===== src/rtl/note_lane_scroller_if.sv =====
// note_lane_scroller_if: control, song ROM, hit and display signals of the note lane scroller
interface note_lane_scroller_if #(parameter int LANES = 2, DEPTH = 10, ADDR_W = 8);
  logic start, ack;
  logic [ADDR_W-1:0] song_len, rom_addr;
  logic [LANES-1:0] rom_data, hit;
  logic [LANES*DEPTH-1:0] note_map;
  logic [2:0] offset;
  logic [7:0] combo, max_combo;
  logic miss, busy, finish;
  modport master (output start, ack, song_len, rom_data, hit,
                  input rom_addr, note_map, offset, combo, max_combo, miss, busy, finish);
  modport slave (input start, ack, song_len, rom_data, hit,
                 output rom_addr, note_map, offset, combo, max_combo, miss, busy, finish);
endinterface


===== src/rtl/note_lane_scroller.sv =====
// note_lane_scroller: scrolls a ROM-fed note chart down a window, judges hits and tracks combo
module note_lane_scroller #(
  parameter int LANES = 2,
  parameter int DEPTH = 10,
  parameter int TICK_DIV = 50000,
  parameter int SUBSTEPS = 7,
  parameter int ADDR_W = 8
) (
  input logic clk,
  input logic rst,
  note_lane_scroller_if.slave io
);
  localparam int J = DEPTH - 2;
  localparam int NW = LANES * DEPTH;
  localparam int TW = $clog2(TICK_DIV + 1);
  localparam int DW = $clog2(DEPTH + 1);
  typedef enum logic [1:0] {IDLE, SCROLL, DRAIN, DONE} state_t;
  state_t state_q, state_d;
  logic [TW-1:0] cnt_q, cnt_d;
  logic [DW-1:0] drain_q, drain_d;
  logic [ADDR_W-1:0] rom_addr_q, rom_addr_d, len_q, len_d;
  logic [NW-1:0] note_map_q, note_map_d, map_hit;
  logic [2:0] offset_q, offset_d;
  logic [7:0] combo_q, combo_d, max_combo_q, max_combo_d;
  logic miss_q, miss_d, busy_q, busy_d, finish_q, finish_d;
  logic run, tick, shift, lost;
  logic [LANES-1:0] match;
  logic [8:0] sum;
  always_comb begin
    run = state_q == SCROLL || state_q == DRAIN;
    tick = run && cnt_q == TW'(TICK_DIV - 1);
    shift = tick && offset_q == 3'(SUBSTEPS - 1);
    match = run ? io.hit & note_map_q[J*LANES +: LANES] : '0;
    map_hit = note_map_q & ~(NW'(match) << (J * LANES));
    // judged on the pre-shift window, so a note hit on the shift edge never counts as a miss
    lost = shift && |note_map_q[NW-1 -: LANES];
    sum = (lost ? 9'd0 : {1'b0, combo_q}) + 9'($countones(match));
    state_d = state_q;
    len_d = len_q;
    drain_d = drain_q;
    rom_addr_d = rom_addr_q;
    cnt_d = run ? (tick ? '0 : cnt_q + 1'b1) : '0;
    offset_d = tick ? (shift ? 3'd0 : offset_q + 3'd1) : offset_q;
    note_map_d = shift ? {map_hit[NW-LANES-1:0], state_q == SCROLL ? io.rom_data : LANES'(0)} : map_hit;
    combo_d = run ? (sum[8] ? 8'hff : sum[7:0]) : combo_q;
    max_combo_d = combo_d > max_combo_q ? combo_d : max_combo_q;
    miss_d = lost;
    if (state_q == IDLE && io.start) begin
      state_d = io.song_len == '0 ? DRAIN : SCROLL;
      len_d = io.song_len;
      drain_d = '0;
      rom_addr_d = '0;
      offset_d = '0;
      note_map_d = '0;
      combo_d = '0;
      max_combo_d = '0;
    end
    if (shift && state_q == SCROLL) begin
      rom_addr_d = rom_addr_q + 1'b1;
      state_d = rom_addr_q == len_q - 1'b1 ? DRAIN : SCROLL;
    end
    if (shift && state_q == DRAIN) begin
      drain_d = drain_q + 1'b1;
      state_d = drain_q == DW'(DEPTH - 1) ? DONE : DRAIN;
    end
    if (state_q == DONE && io.ack) state_d = IDLE;
    busy_d = state_d == SCROLL || state_d == DRAIN;
    finish_d = state_d == DONE;
  end
  always_ff @(posedge clk or posedge rst) begin
    if (rst) begin
      state_q <= IDLE;
      cnt_q <= '0;
      drain_q <= '0;
      rom_addr_q <= '0;
      len_q <= '0;
      note_map_q <= '0;
      offset_q <= '0;
      combo_q <= '0;
      max_combo_q <= '0;
      miss_q <= 1'b0;
      busy_q <= 1'b0;
      finish_q <= 1'b0;
    end else begin
      state_q <= state_d;
      cnt_q <= cnt_d;
      drain_q <= drain_d;
      rom_addr_q <= rom_addr_d;
      len_q <= len_d;
      note_map_q <= note_map_d;
      offset_q <= offset_d;
      combo_q <= combo_d;
      max_combo_q <= max_combo_d;
      miss_q <= miss_d;
      busy_q <= busy_d;
      finish_q <= finish_d;
    end
  end
  assign io.rom_addr = rom_addr_q;
  assign io.note_map = note_map_q;
  assign io.offset = offset_q;
  assign io.combo = combo_q;
  assign io.max_combo = max_combo_q;
  assign io.miss = miss_q;
  assign io.busy = busy_q;
  assign io.finish = finish_q;
endmodule


===== src/flat_wrapper.sv =====
// flat-port wrapper written by rule: the top's interface ports become plain ports
module note_lane_scroller_flat 
#(
  parameter int LANES = 2,
  parameter int DEPTH = 10,
  parameter int TICK_DIV = 50000,
  parameter int SUBSTEPS = 7,
  parameter int ADDR_W = 8
)
  (clk, rst, io_start, io_ack, io_song_len, io_rom_data, io_hit, io_rom_addr, io_note_map, io_offset, io_combo, io_max_combo, io_miss, io_busy, io_finish);
  note_lane_scroller_if #(.LANES(LANES), .DEPTH(DEPTH), .ADDR_W(ADDR_W)) io_i ();
  input logic clk;
  input logic rst;
  input wire logic [$bits(io_i.start)-1:0] io_start;
  input wire logic [$bits(io_i.ack)-1:0] io_ack;
  input wire logic [$bits(io_i.song_len)-1:0] io_song_len;
  input wire logic [$bits(io_i.rom_data)-1:0] io_rom_data;
  input wire logic [$bits(io_i.hit)-1:0] io_hit;
  output wire logic [$bits(io_i.rom_addr)-1:0] io_rom_addr;
  output wire logic [$bits(io_i.note_map)-1:0] io_note_map;
  output wire logic [$bits(io_i.offset)-1:0] io_offset;
  output wire logic [$bits(io_i.combo)-1:0] io_combo;
  output wire logic [$bits(io_i.max_combo)-1:0] io_max_combo;
  output wire logic [$bits(io_i.miss)-1:0] io_miss;
  output wire logic [$bits(io_i.busy)-1:0] io_busy;
  output wire logic [$bits(io_i.finish)-1:0] io_finish;
  assign io_i.start = io_start;
  assign io_i.ack = io_ack;
  assign io_i.song_len = io_song_len;
  assign io_i.rom_data = io_rom_data;
  assign io_i.hit = io_hit;
  assign io_rom_addr = io_i.rom_addr;
  assign io_note_map = io_i.note_map;
  assign io_offset = io_i.offset;
  assign io_combo = io_i.combo;
  assign io_max_combo = io_i.max_combo;
  assign io_miss = io_i.miss;
  assign io_busy = io_i.busy;
  assign io_finish = io_i.finish;
  note_lane_scroller #(.LANES(LANES), .DEPTH(DEPTH), .TICK_DIV(TICK_DIV), .SUBSTEPS(SUBSTEPS), .ADDR_W(ADDR_W)) u_core (.clk(clk), .rst(rst), .io(io_i));
endmodule

===== config.mk =====
export PLATFORM = sky130hd
export DESIGN_NAME = note_lane_scroller_flat
export DESIGN_NICKNAME = d
export VERILOG_FILES = /design/src/rtl/note_lane_scroller_if.sv /design/src/rtl/note_lane_scroller.sv /design/src/flat_wrapper.sv
export SDC_FILE = /design/constraint.sdc
export NUM_CORES = 1
export LEC_CHECK = 0
export CAP_MARGIN = 20
export CORE_MARGIN = 4
export CORE_UTILIZATION = 58
export CTS_CLUSTER_SIZE = 12
export DETAILED_ROUTE_END_ITERATION = 16
export GPL_ROUTABILITY_DRIVEN = 1
export GPL_TIMING_DRIVEN = 0
export PLACE_DENSITY = 0.85
export SLEW_MARGIN = 5
export SYNTH_ARGS = -nofsm -noshare
export SYNTH_HDL_FRONTEND = slang
export SYNTH_SLANG_ARGS = --single-unit

===== constraint.sdc =====
create_clock -name clk -period 9.6 [get_ports clk]
set_clock_uncertainty 0.05 [all_clocks]
set_input_delay 2.4 -clock clk [delete_from_list [all_inputs] [get_ports clk]]
set_output_delay 2.4 -clock clk [all_outputs]
set_load 0.1 [all_outputs]

==> flow_metrics.tcl, run 1 <==
set metrics [dict create \
    cts_root_buffer "clkbuf_8" \
    drt_wl_total_um 10000 \
    numClockSinks 80 \
    timing.rr.start "u_core.state_q[0]" \
    crit_path_end_kind "flip-flop" \
    pwr-share-clk_pct 35.5 \
    ios 66 \
    layout_common_cells "nand2_1, dfrtp_1, clkdlybuf4s50_1, nor2_1, a21oi_1" \
    clk_pin_slew_worst_paths_ns 0.08 \
    postCtsResizedCells 0 \
    finalNetCount 578 \
    worst_slew_pin_slew_ns 1.01 \
    viasPerCell 5.66 \
    p_sw_uw 271 \
    report.final.hold_viol_count 0 \
    syn_area_um2 4320 \
    gp_congestion 0.922 \
    cpMaxStageDelayCell "fa_1" \
    path_class "in2reg" \
    grt_remaining_overflow 0 \
    period_share_pct 65.2 \
    ir_drop_mv 0.117 \
    start_util_pct 59.5 \
    drtAntennaViolNets 0 \
    final_common_cell "nand2_1" \
    die_area_um2 8880 \
    yosysSeqAreaShare_pct 46.4 \
    hpwl_um 7380 \
    cts_setup_buffers 0 \
    cp.required_ns 9.79 \
    grt_max_degree 55 \
    synth-warning-count 0 \
    rsz0062_at_grt "no" \
    min_from "u_core.cnt_q[0]" \
    switching_share_pct 31.7 \
    io_buffers 65 \
    synth_cells 461 \
    dr.pass1.iters 5 \
    synth_nets 501 \
    max_cap_viol_count 0 \
    synth-edff-count 0 \
    numCtsBuffers 9 \
    cts-htree-levels 3 \
    drc 0 \
    synth_cell_types 60 \
    p_leak_nw 2.45 \
    antenna_found_initial 0 \
    fmax_mhz 160 \
    ys_ff_latch 80 \
    critPathLaunch "io_hit[0]" \
    tns_ns 0 \
    ys.flop_type "dfrtp_1" \
    async_reset_ff_share_pct 100 \
    core_area_um2 7250 \
    clk_path_buf_depth 2 \
    path_cells "clkdlybuf4s50_1 -> and3_1 -> ha_1 -> ha_1 -> inv_1 -> fa_1 -> nand2b_1 -> nor3_1 -> mux2i_1 -> nor2_1 -> ha_1 -> nand4_1 -> a211o_1 -> a31oi_1 -> nor2_1 -> a22o_1" \
    final_layout_size_suffix_gt1_share_pct 7.73 \
    area_growth_pct 24.3 \
    crit_top_cell "ha_1" \
    min_path_type "reg2reg" \
    whs_ns 0.414 \
    slew_viol_final 0 \
    netlist.top_cell.by_area "dfrtp_1" \
    wire_per_inst_um 15.6 \
    period_needed_ns 6.26 \
    arrival_ns 6.46 \
    grt_pass1_wl_um 16700 \
    fp.dieH_um 94.3 \
    vias 3636 \
    insertion_delay_ns 0.35 \
    die_w_um 94.3 \
    rows 31 \
    seqPwrFrac_pct 41.7 \
    drt_iter0_markers 172 \
    worst_path_largest_cell_delay_ns 0.44 \
    dp.cells 626 \
    cts_tree "yes" \
    power_frac_comb_pct 22.8 \
    startpoint_type "primary input" \
    setup_violations 0 \
    instances_no_fill 642 \
    grt_pass1_vias 3525 \
    n_antenna_cell 0 \
    synth_top_area_share_pct 46.4 \
    track_usage_pct 23.8 \
    postCtsHoldBufs 0 \
    status "completed" \
    avgSynthCellArea_um2 9.36 \
    maxSlewHeadroom_pct 32.5 \
    cp_max_fo 6 \
    synthTopCellsByArea "dfrtp_1, nand2_1, ha_1" \
    postLayoutCoreUtil_pct 74.0 \
    p_int_uw 584 \
    power_density_nw_per_um2 159 \
]
==> layer usage <==
metal | share of wire, % | GRT usage, % | wire length, um | up-vias
met1 | 44 | 31.9 | 4380 | 1784
met3 | 6.0 | 4.73 | 598 | 13
met5 | 0 | 0 | 0 | -
li1 | - | - | - | 1742
met2 | 49 | 38.9 | 4930 | 97
met4 | 1.3 | 7.46 | 129 | 0
==> layout make-up <==
type,instances,area [um^2]
Sequential cell,80,2000
Timing Repair Buffer,66,678
Buffer,17,88.8
Inverter,20,77.6
Tap cell,99,124
Clock inverter,5,104
Clock buffer,11,141
Fill cell,535,1890
Multi-Input combinational cell,344,2150
==> power by group through the flow <==
stage | combinational, mW | sequential, mW | clock, mW
floorplan | 0.0743 | 0.431 | 0
global placement | 0.188 | 0.363 | 0
detailed placement | 0.196 | 0.363 | 0
CTS | 0.196 | 0.357 | 0.307
global route | 0.210 | 0.358 | 0.323
finish | 0.195 | 0.357 | 0.304
==> metrics by stage <==
step / total power, mW / instance area, um^2 / worst slack [ns]
2_1_floorplan: 0.505 / 4320 / 3.91
3_3_place_gp: 0.551 / 5090 / 3.09
3_5_place_dp: 0.559 / 5120 / 3.04
4_1_cts: 0.860 / 5370 / 3.40
5_1_grt: 0.891 / 5370 / 3.15
6_report: 0.855 / 5370 / 3.34
==> final timing paths <==
check                                         end  slack (ns)  cells after the start
max                        u_core.io.max_combo[3]        3.34                     16
min                               u_core.cnt_q[0]        0.41                      1
max reg2reg                u_core.io.max_combo[3]        4.51                     23
min reg2reg                       u_core.cnt_q[0]        0.41                      1
max in group asynchronous         u_core.cnt_q[9]        6.58                      3
min in group asynchronous   u_core.io.rom_addr[1]        2.33                      2
==> sequential cells by signal, indices dropped and copies added, names as in the netlist <==
name	flops
u_core.len_q	8
u_core.io.offset	3
u_core.io.max_combo	8
u_core.io.combo	8
u_core.state_q	2
u_core.io.miss	1
u_core.io.finish	1
u_core.io.busy	1
u_core.io.rom_addr	8
u_core.io.note_map	20
u_core.cnt_q	16
u_core.drain_q	4
==> cell families (layout without fill, tap and decap cells) <==
| logic type | after synthesis | count (layout) | synth area share (%) |
|---|---|---|---|
| mux | 3 | 3 | 0.696 |
| buf+inv | 37 | 119 | 3.80 |
| compound gates | 82 | 82 | 12.3 |
| simple gates | 209 | 209 | 24.4 |
| xor+xnor | 26 | 26 | 5.28 |
| flops | 80 | 80 | 46.4 |
| fa+ha+maj | 24 | 24 | 7.13 |
==> cells in the mapped netlist (6+ instances only) <==
cell type  number
nand2_1        84
dfrtp_1        80
nor2_1         40
a21oi_1        29
nand3_1        27
ha_1           23
o21ai_0        22
inv_1          20
xnor2_1        14
xor2_1         12
and3_1         11
clkbuf_1        9
nor3_1          7
nor2b_1         6
==> critical path, delay by kind of cell <==
family	cells	cell delay (ns)
adders and majority gates	4	1.19
and+or+nand+nor	6	1.13
AOI/OAI and AO/OA	3	0.93
buffers and inverters	2	0.47
muxes	1	0.30
Power figures use the tool's default switching activity.
==> inputs of run 2 (changes only) <==
- CORE_UTILIZATION: 58 -> 54
- PLACE_DENSITY: 0.85 -> 0.8
- clock period: 9.6 -> 6.3 ns (I/O delays scaled with it)
==> run 2 against run 1 <==
  * Power rose by 42%
  * Combinational power rose by 50%
  * Via count rose by 0.17%
  * Flip-flop and latch count did not move
  * Setup slack got worse by 2.4 ns
  * Clock power rose by 23%
  * Largest power group unchanged
==> flow_metrics.tcl, run 2 (synthesized netlist as in run 1, its figures left out) <==
set metrics [dict create \
    status "completed" \
    power_density_nw_per_um2 228 \
    wire_per_inst_um 15.7 \
    ir_drop_mv 0.158 \
    final_common_cell "nand2_1" \
    io_buffers 65 \
    drtAntennaViolNets 0 \
    cts_setup_buffers 0 \
    path_cells "clkdlybuf4s50_1 -> and3_1 -> ha_1 -> ha_1 -> inv_1 -> fa_1 -> nor2b_1 -> nand3_1 -> nor2_1 -> o22ai_2 -> inv_1 -> ha_1 -> nor2b_1 -> o21ai_0 -> a211o_1 -> a31oi_1 -> nor2_1 -> a22o_1" \
    drt_wl_total_um 10100 \
    layout_common_cells "nand2_1, dfrtp_1, clkdlybuf4s50_1, nor2_1, a21oi_1" \
    power_mw 1.21 \
    dr.pass1.iters 4 \
    final_layout_size_suffix_gt1_share_pct 7.38 \
    numCtsBuffers 9 \
    max_cap_viol_count 0 \
    instances_no_fill 644 \
    largest_register_ff_count 20 \
    place_area_um2 5120 \
    clk_path_buf_depth 2 \
    finalNetCount 578 \
    rows 32 \
    viasPerCell 5.66 \
    core_area_um2 7770 \
    gp_congestion 0.883 \
    grt_pass1_vias 3684 \
    crit_path_end_kind "flip-flop" \
    min_path_type "reg2reg" \
    vias 3642 \
    period_needed_ns 5.41 \
    slew_viol_final 0 \
    crit_top_cell "ha_1" \
    setup_violations 0 \
    fp.dieH_um 97.4 \
    rsz0062_at_grt "no" \
    postCtsHoldBufs 0 \
    clk_pin_slew_worst_paths_ns 0.08 \
    die_area_um2 9490 \
    report.final.hold_viol_count 0 \
    drc 0 \
    drt_iter0_markers 154 \
    nFillCells 630 \
    arrival_ns 5.60 \
    hpwl_um 7380 \
    cp_max_fo 6 \
    grt_remaining_overflow 0 \
    start_util_pct 55.6 \
    worst_slew_pin_slew_ns 0.992 \
    period_share_pct 85.9 \
    fmax_mhz 185 \
    whs_ns 0.440 \
    cts_root_buffer "clkbuf_8" \
    track_usage_pct 22.5 \
    cts-htree-levels 3 \
    insertion_delay_ns 0.35 \
    grt_max_degree 64 \
    worst_path_largest_cell_delay_ns 0.44 \
    startpoint_type "primary input" \
    design_area_um2 5310 \
    antenna_found_initial 0 \
    path_class "in2reg" \
    n_antenna_cell 0 \
    ios 66 \
    cp.required_ns 6.49 \
    maxSlewHeadroom_pct 33.7 \
    postCtsResizedCells 0 \
    cpMaxStageDelayCell "clkdlybuf4s50_1" \
    area_growth_pct 23.1 \
    dp.cells 629 \
    die_w_um 97.4 \
    cts_tree "yes" \
    tns_ns 0 \
    p_leak_nw 2.42 \
    grt_pass1_wl_um 17800 \
    numClockSinks 80 \
]
run 2: layer usage:
| layer | wire length [um] | vias up | track usage (%) |
|---|---|---|---|
| met5 | 0 | - | 0 |
| met4 | 105 | 0 | 5.43 |
| met3 | 694 | 11 | 6.68 |
| met2 | 4840 | 113 | 36.3 |
| met1 | 4460 | 1780 | 30.0 |
| li1 | - | 1738 | - |
run 2: worst max-delay path, delay by kind of cell:
family	cells	cell delay (ns)
buf+inv	3	0.56
compound gates	5	1.15
fa+ha+maj	4	1.03
simple gates	6	1.26
run 2: stage by stage:
step / util, % / setup WS [ns]
after detailed placement: 66.0 / 0.609
after global placement: 65.6 / 0.673
after floorplan: - / 1.43
final: 68.4 / 0.889
after global routing: 68.4 / 0.602
after CTS: 68.4 / 0.937
run 2: area by class of cell:
class / count / area (um^2) / area share, %
Buffer: 17 / 88.8 / 1.67
Clock buffer: 12 / 145 / 2.73
Inverter: 20 / 77.6 / 1.46
Timing Repair Buffer: 66 / 678 / 12.8
Tap cell: 102 / 128 / 2.40
Clock inverter: 3 / 42.5 / 0.801
Multi-Input combinational cell: 344 / 2150 / 40.5
Sequential cell: 80 / 2000 / 37.7
run 2: report_power, final:
part / total [mW] / internal (mW) / leakage (nW) / switching, mW
sequential: 0.545 / 0.529 / 0.896 / 0.0159
combinational: 0.293 / 0.0869 / 1.43 / 0.206
clock: 0.373 / 0.192 / 0.0925 / 0.181
run 2: path summary, 6_finish.rpt:
path / startpoint / end / slack, ns / cells past startpoint
max: io_hit[1] / u_core.io.max_combo[5] / 0.89 / 18
min: u_core.cnt_q[0] / u_core.cnt_q[0] / 0.44 / 1
max reg2reg: u_core.state_q[1] / u_core.io.max_combo[5] / 1.22 / 23
min reg2reg: u_core.cnt_q[0] / u_core.cnt_q[0] / 0.44 / 1
max in group asynchronous: rst / u_core.io.max_combo[7] / 4.15 / 3
min in group asynchronous: rst / u_core.len_q[0] / 1.46 / 2
